**config.mk**
```make
export PLATFORM = sky130hd
export DESIGN_NAME = arch_state_dumper_flat
export DESIGN_NICKNAME = d
export VERILOG_FILES = /design/src/rtl/arch_state_dumper_if.sv /design/src/rtl/arch_state_dumper.sv /design/src/flat_wrapper.sv
export SDC_FILE = /design/constraint.sdc
export NUM_CORES = 1
export LEC_CHECK = 0
export CORE_UTILIZATION = 41
export DETAILED_ROUTE_END_ITERATION = 12
export GPL_ROUTABILITY_DRIVEN = 0
export PLACE_DENSITY = 0.88
export SYNTH_ARGS = -nofsm -noshare
export SYNTH_HDL_FRONTEND = slang
export SYNTH_SLANG_ARGS = --single-unit
```
**constraint.sdc**
```tcl
create_clock -name clk_i -period 3.5 [get_ports clk_i]
set_input_delay 0.7 -clock clk_i [delete_from_list [all_inputs] [get_ports clk_i]]
set_output_delay 0.7 -clock clk_i [all_outputs]
set_load 0.1 [all_outputs]
```
**src/rtl/arch_state_dumper_if.sv**
```systemverilog
// Output beat stream of the architectural state dumper: a tagged 32-bit
// payload moved with a valid/ready handshake.
interface arch_state_dumper_if;
   logic        out_valid_o;
   logic        out_ready_i;
   logic [31:0] out_data_o;
   logic [7:0]  out_tag_o;

   // The dumper drives beats and the consumer drives ready
   modport master (
      output out_valid_o,
      output out_data_o,
      output out_tag_o,
      input  out_ready_i
   );

   modport slave (
      input  out_valid_o,
      input  out_data_o,
      input  out_tag_o,
      output out_ready_i
   );
endinterface

```
**src/rtl/arch_state_dumper.sv**
```systemverilog
// Architectural state dumper: on request, stalls the single-cycle CPU and
// streams PC, all 32 registers, the low data-memory words and an end marker
// as tagged beats. The register file and data memory are read through spare
// combinational ports, so each beat is loaded at the edge where its read
// data is sampled.
module arch_state_dumper #(
   parameter int MEM_WORDS = 32
) (
   input  logic                 clk_i,
   input  logic                 rst_i,
   input  logic                 dump_start_i,
   input  logic [31:0]          pc_i,
   output logic [4:0]           rf_raddr_o,
   input  logic [31:0]          rf_rdata_i,
   output logic [31:0]          dm_raddr_o,
   input  logic [31:0]          dm_rdata_i,
   output logic                 cpu_stall_o,
   arch_state_dumper_if.master  stream,
   output logic                 busy_o,
   output logic                 done_o
);

   localparam logic [5:0]  LAST_MEM = 6'(MEM_WORDS - 1);
   localparam logic [31:0] END_DATA = 32'(33 + MEM_WORDS);
   localparam logic [7:0]  END_TAG  = 8'hFF;

   typedef enum logic [1:0] {
      S_IDLE,
      S_REG,
      S_MEM,
      S_END
   } state_t;

   state_t      state;
   logic [5:0]  idx;
   logic        valid_q;
   logic [31:0] data_q;
   logic [7:0]  tag_q;
   logic        stall_q;
   logic        busy_q;
   logic        done_q;
   logic        slot_free;
   logic        end_accepted;

   assign stream.out_valid_o = valid_q;
   assign stream.out_data_o  = data_q;
   assign stream.out_tag_o   = tag_q;
   assign cpu_stall_o        = stall_q;
   assign busy_o             = busy_q;
   assign done_o             = done_q;

   // A new beat may be loaded when the output register is empty or is being
   // consumed at this edge; the end beat leaving ends the dump.
   always_comb begin
      slot_free    = !valid_q || stream.out_ready_i;
      end_accepted = valid_q && stream.out_ready_i && (tag_q == END_TAG);
   end

   // Read addresses follow the beat index and are parked at 0 outside their phase
   always_comb begin
      rf_raddr_o = 5'd0;
      dm_raddr_o = 32'd0;
      if (state == S_REG) begin
         rf_raddr_o = idx[4:0];
      end
      if (state == S_MEM) begin
         dm_raddr_o = {24'd0, idx, 2'b00};
      end
   end

   // Dump sequencer: walks PC, registers, memory words and end marker, loading
   // one beat per free output slot and holding everything under backpressure.
   always_ff @(posedge clk_i or posedge rst_i) begin
      if (rst_i) begin
         state   <= S_IDLE;
         idx     <= 6'd0;
         valid_q <= 1'b0;
         data_q  <= 32'd0;
         tag_q   <= 8'd0;
         stall_q <= 1'b0;
         busy_q  <= 1'b0;
         done_q  <= 1'b0;
      end else begin
         done_q <= 1'b0;
         case (state)
            S_IDLE: begin
               if (dump_start_i) begin
                  data_q  <= pc_i;
                  tag_q   <= 8'h00;
                  valid_q <= 1'b1;
                  busy_q  <= 1'b1;
                  stall_q <= 1'b1;
                  idx     <= 6'd0;
                  state   <= S_REG;
               end
            end
            S_REG: begin
               if (slot_free) begin
                  data_q <= rf_rdata_i;
                  tag_q  <= {2'b01, idx};
                  if (idx == 6'd31) begin
                     idx   <= 6'd0;
                     state <= S_MEM;
                  end else begin
                     idx <= idx + 6'd1;
                  end
               end
            end
            S_MEM: begin
               if (slot_free) begin
                  data_q <= dm_rdata_i;
                  tag_q  <= {2'b10, idx};
                  if (idx == LAST_MEM) begin
                     idx   <= 6'd0;
                     state <= S_END;
                  end else begin
                     idx <= idx + 6'd1;
                  end
               end
            end
            S_END: begin
               if (end_accepted) begin
                  valid_q <= 1'b0;
                  busy_q  <= 1'b0;
                  stall_q <= 1'b0;
                  done_q  <= 1'b1;
                  state   <= S_IDLE;
               end else if (slot_free) begin
                  data_q <= END_DATA;
                  tag_q  <= END_TAG;
               end
            end
            default: begin
               state <= S_IDLE;
            end
         endcase
      end
   end

endmodule

```
**src/flat_wrapper.sv**
```systemverilog
// flat-port wrapper written by rule: the top's interface ports become plain ports
module arch_state_dumper_flat 
#(
   parameter int MEM_WORDS = 32
)
  (clk_i, rst_i, dump_start_i, pc_i, rf_raddr_o, rf_rdata_i, dm_raddr_o, dm_rdata_i, cpu_stall_o, busy_o, done_o, stream_out_valid_o, stream_out_data_o, stream_out_tag_o, stream_out_ready_i);
  arch_state_dumper_if stream_i ();
  input  logic clk_i;
  input  logic rst_i;
  input  logic dump_start_i;
  input  logic [31:0] pc_i;
  output logic [4:0] rf_raddr_o;
  input  logic [31:0] rf_rdata_i;
  output logic [31:0] dm_raddr_o;
  input  logic [31:0] dm_rdata_i;
  output logic cpu_stall_o;
  output logic busy_o;
  output logic done_o;
  output wire logic [$bits(stream_i.out_valid_o)-1:0] stream_out_valid_o;
  output wire logic [$bits(stream_i.out_data_o)-1:0] stream_out_data_o;
  output wire logic [$bits(stream_i.out_tag_o)-1:0] stream_out_tag_o;
  input wire logic [$bits(stream_i.out_ready_i)-1:0] stream_out_ready_i;
  assign stream_out_valid_o = stream_i.out_valid_o;
  assign stream_out_data_o = stream_i.out_data_o;
  assign stream_out_tag_o = stream_i.out_tag_o;
  assign stream_i.out_ready_i = stream_out_ready_i;
  arch_state_dumper #(.MEM_WORDS(MEM_WORDS)) u_core (.clk_i(clk_i), .rst_i(rst_i), .dump_start_i(dump_start_i), .pc_i(pc_i), .rf_raddr_o(rf_raddr_o), .rf_rdata_i(rf_rdata_i), .dm_raddr_o(dm_raddr_o), .dm_rdata_i(dm_rdata_i), .cpu_stall_o(cpu_stall_o), .stream(stream_i), .busy_o(busy_o), .done_o(done_o));
endmodule
```
* Yosys cells after proc, flatten, opt, wreduce, memory -nomap -nowiden
Index checks and enable logic that the tools add are counted.
** Operators by class
- Mux-type cells :: 30
- Equality and inequality tests :: 14
- Reductions and logical operators :: 12
- Add/sub/neg operators :: 1
** Operator list (count)
- $mux W32 :: 5
- $pmux W32 S4 :: 1
- $mux W8 :: 6
- $pmux W8 S4 :: 1
- $mux W6 :: 3
- $mux W2 :: 6
- $pmux W6 S2 :: 1
- $ne A2 B1 Y1 const B :: 5
- $eq A8 B8 Y1 const B :: 1
- $ne A2 B2 Y1 const B :: 4
- $pmux W2 S4 :: 1
- $add A6 B1 Y6 const B :: 1
- $eq A6 B5 Y1 const B :: 1
- $reduce_and A3 Y1 :: 2
- $reduce_and A6 Y1 :: 1
- $mux W5 :: 1
- $reduce_and A5 Y1 :: 1
- $eq A2 B2 Y1 const B :: 2
- $mux W1 :: 4
- $reduce_bool A2 Y1 :: 2
- $eq A2 B1 Y1 const B :: 1
- $logic_and A1 B1 Y1 :: 2
- $logic_not A2 Y1 :: 1
- $pmux W1 S2 :: 1
- other kinds (3) :: 3
** Word-level totals
- Flip-flop bits (word level) :: 50
- Output and inout bits :: 81

* Longest topological paths before layout
- Depth in word-level cells :: 5
- Mapped depth :: 8

* Worst setup path after synthesis
Ideal clock, no wire load.
- Kind :: register -> output
- Start point :: register u_core.state[0]
- End point :: output port dm_raddr_o[7]
- Data required time :: 2.800 ns
- Stages on the path, launching flop included :: 6
- Setup slack :: 0.918 ns
- Arrival :: 1.882 ns
- Cell sequence :: dfrtp_1 -> inv_1 -> ha_1 -> clkbuf_1 -> clkbuf_1 -> and2_1
** Between the ends
- Longest elaborated chain between the ends :: 2
** RTL lines
- start, declared :: line arch_state_dumper.sv:34 : state_t state;
- start signal, assigned :: line arch_state_dumper.sv:75 : state <= S_IDLE;
- start signal, assigned :: line arch_state_dumper.sv:94 : state <= S_REG;
- start signal, assigned :: line arch_state_dumper.sv:103 : state <= S_MEM;
- $eq A2 B2 Y1 :: line arch_state_dumper.sv:66 : if (state == S_MEM) begin
- $mux W8 :: line arch_state_dumper.sv:66
- end, declared :: line flat_wrapper.sv:14 : output logic [31:0] dm_raddr_o;
Every way passes these cells.

* Final worst setup path
- Start point :: register u_core.state[1]
- End point :: output port rf_raddr_o[4]
** Between the ends
- Longest elaborated chain between the ends :: 2
** RTL lines
- $eq A2 B1 Y1 :: line arch_state_dumper.sv:63 : if (state == S_REG) begin
- $mux W5 :: line arch_state_dumper.sv:63
- end, declared :: line flat_wrapper.sv:12 : output logic [4:0] rf_raddr_o;
Every way passes these cells.

==> results.toml <==
[critical_path]
max_stage_delay_ns = 0.57
r2r_end = "u_core.stream.out_data_o[5]$_DFFE_PP0P_"
worst_r2r_path_depth = 6
cp.required_ns = 2.80
cp_cell_sequence = "inv_1 > ha_1 > buf_4 > and2_1 > buf_12"
r2r-start = "u_core.state[1]$_DFFE_PP0P_"
r2r_slack_ns = 0.99
crit_type = "flop to output pin"
cp-start-kind = "flop"
worstPathArrival_ns = 2.26
crit_path_end_kind = "output pin"
crit_start = "u_core.state[1]$_DFFE_PP0P_"
slowest_stage = "ha_1"
crit_fanout = 25

[routing]
wl_met1_mm = 3.48
dr.pass1.iters = 4
dr_wl_met2_mm = 4.48
via_count = 2912
drc = 0
route.top_layer_used = "met4"
routedWlPerCell_um = 15.6
drtIter0Drc = 100
routed-wl-met3_um = 845
totalWireLength_mm = 8.90
ant_nets = 0
viasPerCell = 5.12

[clocking]
cts_tree = "yes"
cts_sinks = 50
clk_pin_slew_ns = 0.09
clk_latency_ns = 0.30
cts_root_buffer = "clkbuf_8"
cts_resized = 0
holdBufCountCts = 0
cts_setup_buffers = 0
cts_max_path_buffers = 2
cts_made_buffers = 5
h-tree-depth = 2

[power_and_ir_drop]
p_leak_nw = 1.99
p_int_mw = 1.04
clockPowerShare_pct = 31.2
p_per_area_nw_per_um2 = 325
p_switching_uw = 528
ir_worst_vdd_v = 0.000154
p_seq_share_pct = 38.7
pwr-share-comb_pct = 30.1
sw_frac_of_total_pct = 33.8
total_power_mw = 1.56

[finish]
fin_util_pct = 66.4
flow.area_growth_from_synthesis_pct = 55.7
drive_gt1_share_pct = 16.8
n_antenna_cell = 0
num-nets-final = 575

[synthesis]
synth_edf_count = 0
async_reset_ff_share_pct = 100
syn_area_per_cell_um2 = 9.48
ys_warn_count = 0
syn-instance-count = 326
synth-main-ff-cell = "dfrtp_1"
ys_seq_area_share_pct = 40.5
syn_area_um2 = 3090
synth_seq_cells = 50
synth_cell_types = 33

[timing]
max_clock_freq_mhz = 337
holdWs_ns = 0.515
rsz0062_at_grt = "no"
maxSlewViolCount = 0
worst_slew_margin_rel_pct = 32.4
period_needed_ns = 2.96
hold_viol = 0
layout_worst_path_cycle_share_pct = 84.7
fin_skew_ns = 0.00600
tightest_slew_ns = 1.01
setup_tns_ns = 0
setup_viol = 0

[die]
die_h_um = 88.8
pin_count = 181
start_util_pct = 42.6
die-area_um2 = 7890
dieWidth_um = 88.8
core_region_area_um2 = 7250
placementRows = 31

[grt]
grt_pass1_vias = 2783
grt_overflow = 0
grtUsageTotal_pct = 21.9
grt_max_degree = 41
grt_antenna_before_repair = 0
grt_pass1_wl_mm = 13.3

[placed_design]
io_buffers = 154
dp_hpwl_mm = 6.75

[job]
maxCapViolCount = 0

[hold_path]
hold_path_end = "u_core.stream.out_data_o[30]$_DFFE_PP0P_"
hold_class = "flop to flop"
whs_path_depth = 1
hp-start = "u_core.stream.out_data_o[30]$_DFFE_PP0P_"

[outcome]
outcome = "complete, no violations"
==> synth_stat cells, types with 2 or more instances <==
cell type	instances	share of area, %
dfrtp_1	50	40
nand2_1	43	5.2
o21ai_0	39	6.3
mux2_2	38	14
a22oi_1	30	7.3
buf_4	28	6.8
clkbuf_1	17	2.1
nor2_1	16	1.9
and2_1	11	2.2
a21oi_1	7	1.1
inv_1	7	0.85
ha_1	6	2.4
buf_6	4	1.5
a22o_1	3	0.85
mux2_1	3	1.1
nor2b_1	3	0.61
a211o_1	2	0.57
a32oi_1	2	0.57
nand3_1	2	0.32
nor3_1	2	0.32
==> flip-flops by register name, summed over array words and instances, names as in the netlist <==
name,count
u_core.done_o,1
u_core.stream.out_tag_o,8
u_core.idx,6
u_core.stream.out_valid_o,1
u_core.state,2
u_core.stream.out_data_o,32
==> power by group through the flow <==
stage,clock network [mW],logic (mW),registers (mW)
after floorplan,0,0.188,0.756
after global placement,0,0.467,0.616
after detailed placement,0,0.471,0.618
after CTS,0.500,0.472,0.606
after global routing,0.523,0.490,0.609
final,0.489,0.470,0.606
==> worst max-delay path by stage <==
stage                     slack, ns                                       end  depth (start not counted)
after detailed placement       0.85  u_core.stream.out_data_o[18]$_DFFE_PP0P_                          6
after floorplan                0.92                             dm_raddr_o[7]                          5
after global routing           0.38                             rf_raddr_o[4]                          5
final                          0.54                             rf_raddr_o[4]                          5
after global placement         0.89  u_core.stream.out_data_o[19]$_DFFE_PP0P_                          6
after CTS                      0.50                             rf_raddr_o[4]                          5
==> layout by cell type (no fill, tap or decap), types with 2 or more instances in the layout <==
cell	n
nor2b_1	3
a22o_1	3
buf_4	16
dfrtp_1	50
clkdlybuf4s50_1	134
nor2_1	16
a22oi_1	30
ha_1	5
nor3_1	2
nand2_1	43
clkbuf_8	5
inv_1	6
and2_1	11
mux2_1	3
a32oi_1	2
buf_12	11
nand3_1	2
a211o_1	2
a21oi_1	7
o21ai_0	39
conb_1	26
bufinv_16	2
mux2_2	38
==> worst max-delay path, delay by kind of cell (launching register included) <==
| kind | cells | cell delay, ns |
|---|---|---|
| buf+inv | 3 | 0.71 |
| flops | 1 | 0.42 |
| simple gates | 1 | 0.25 |
| fa+ha+maj | 1 | 0.57 |
==> through the flow <==
step	instance area, um2	std cells	setup WS [ns]
3_5_place_dp	4680	561	0.846
6_report	4810	569	0.535
3_3_place_gp	4680	561	0.887
4_1_cts	4810	569	0.498
5_1_grt	4810	569	0.383
2_1_floorplan	3180	351	0.918
==> area by class of cell <==
type / instances / area [um2]
clock buffer: 5 / 68.8
clock inverter: 3 / 68.8
fill: 587 / 2440
inverter: 7 / 26.3
multi-input combinational: 244 / 1590
sequential: 50 / 1250
tap: 99 / 124
timing repair buffer: 161 / 1680
==> cell families (layout without fill, tap and decap cells) <==
family	Yosys count	in the layout	share of synthesized area, %
adders and majority gates	6	6	2.43
other	1	26	0.121
DFF	50	50	40.5
and+or+nand+nor	81	81	11.7
muxes	43	43	15.7
buffers and inverters	57	176	11.3
AOI/OAI and AO/OA	88	88	18.2
==> layer usage <==
metal	up-vias	track usage [%]
li1	1375	-
met1	1393	25.7
met2	134	39.2
met3	10	6.16
met4	0	6.16
met5	-	0
Note: power is estimated with default switching activity, not from simulation.
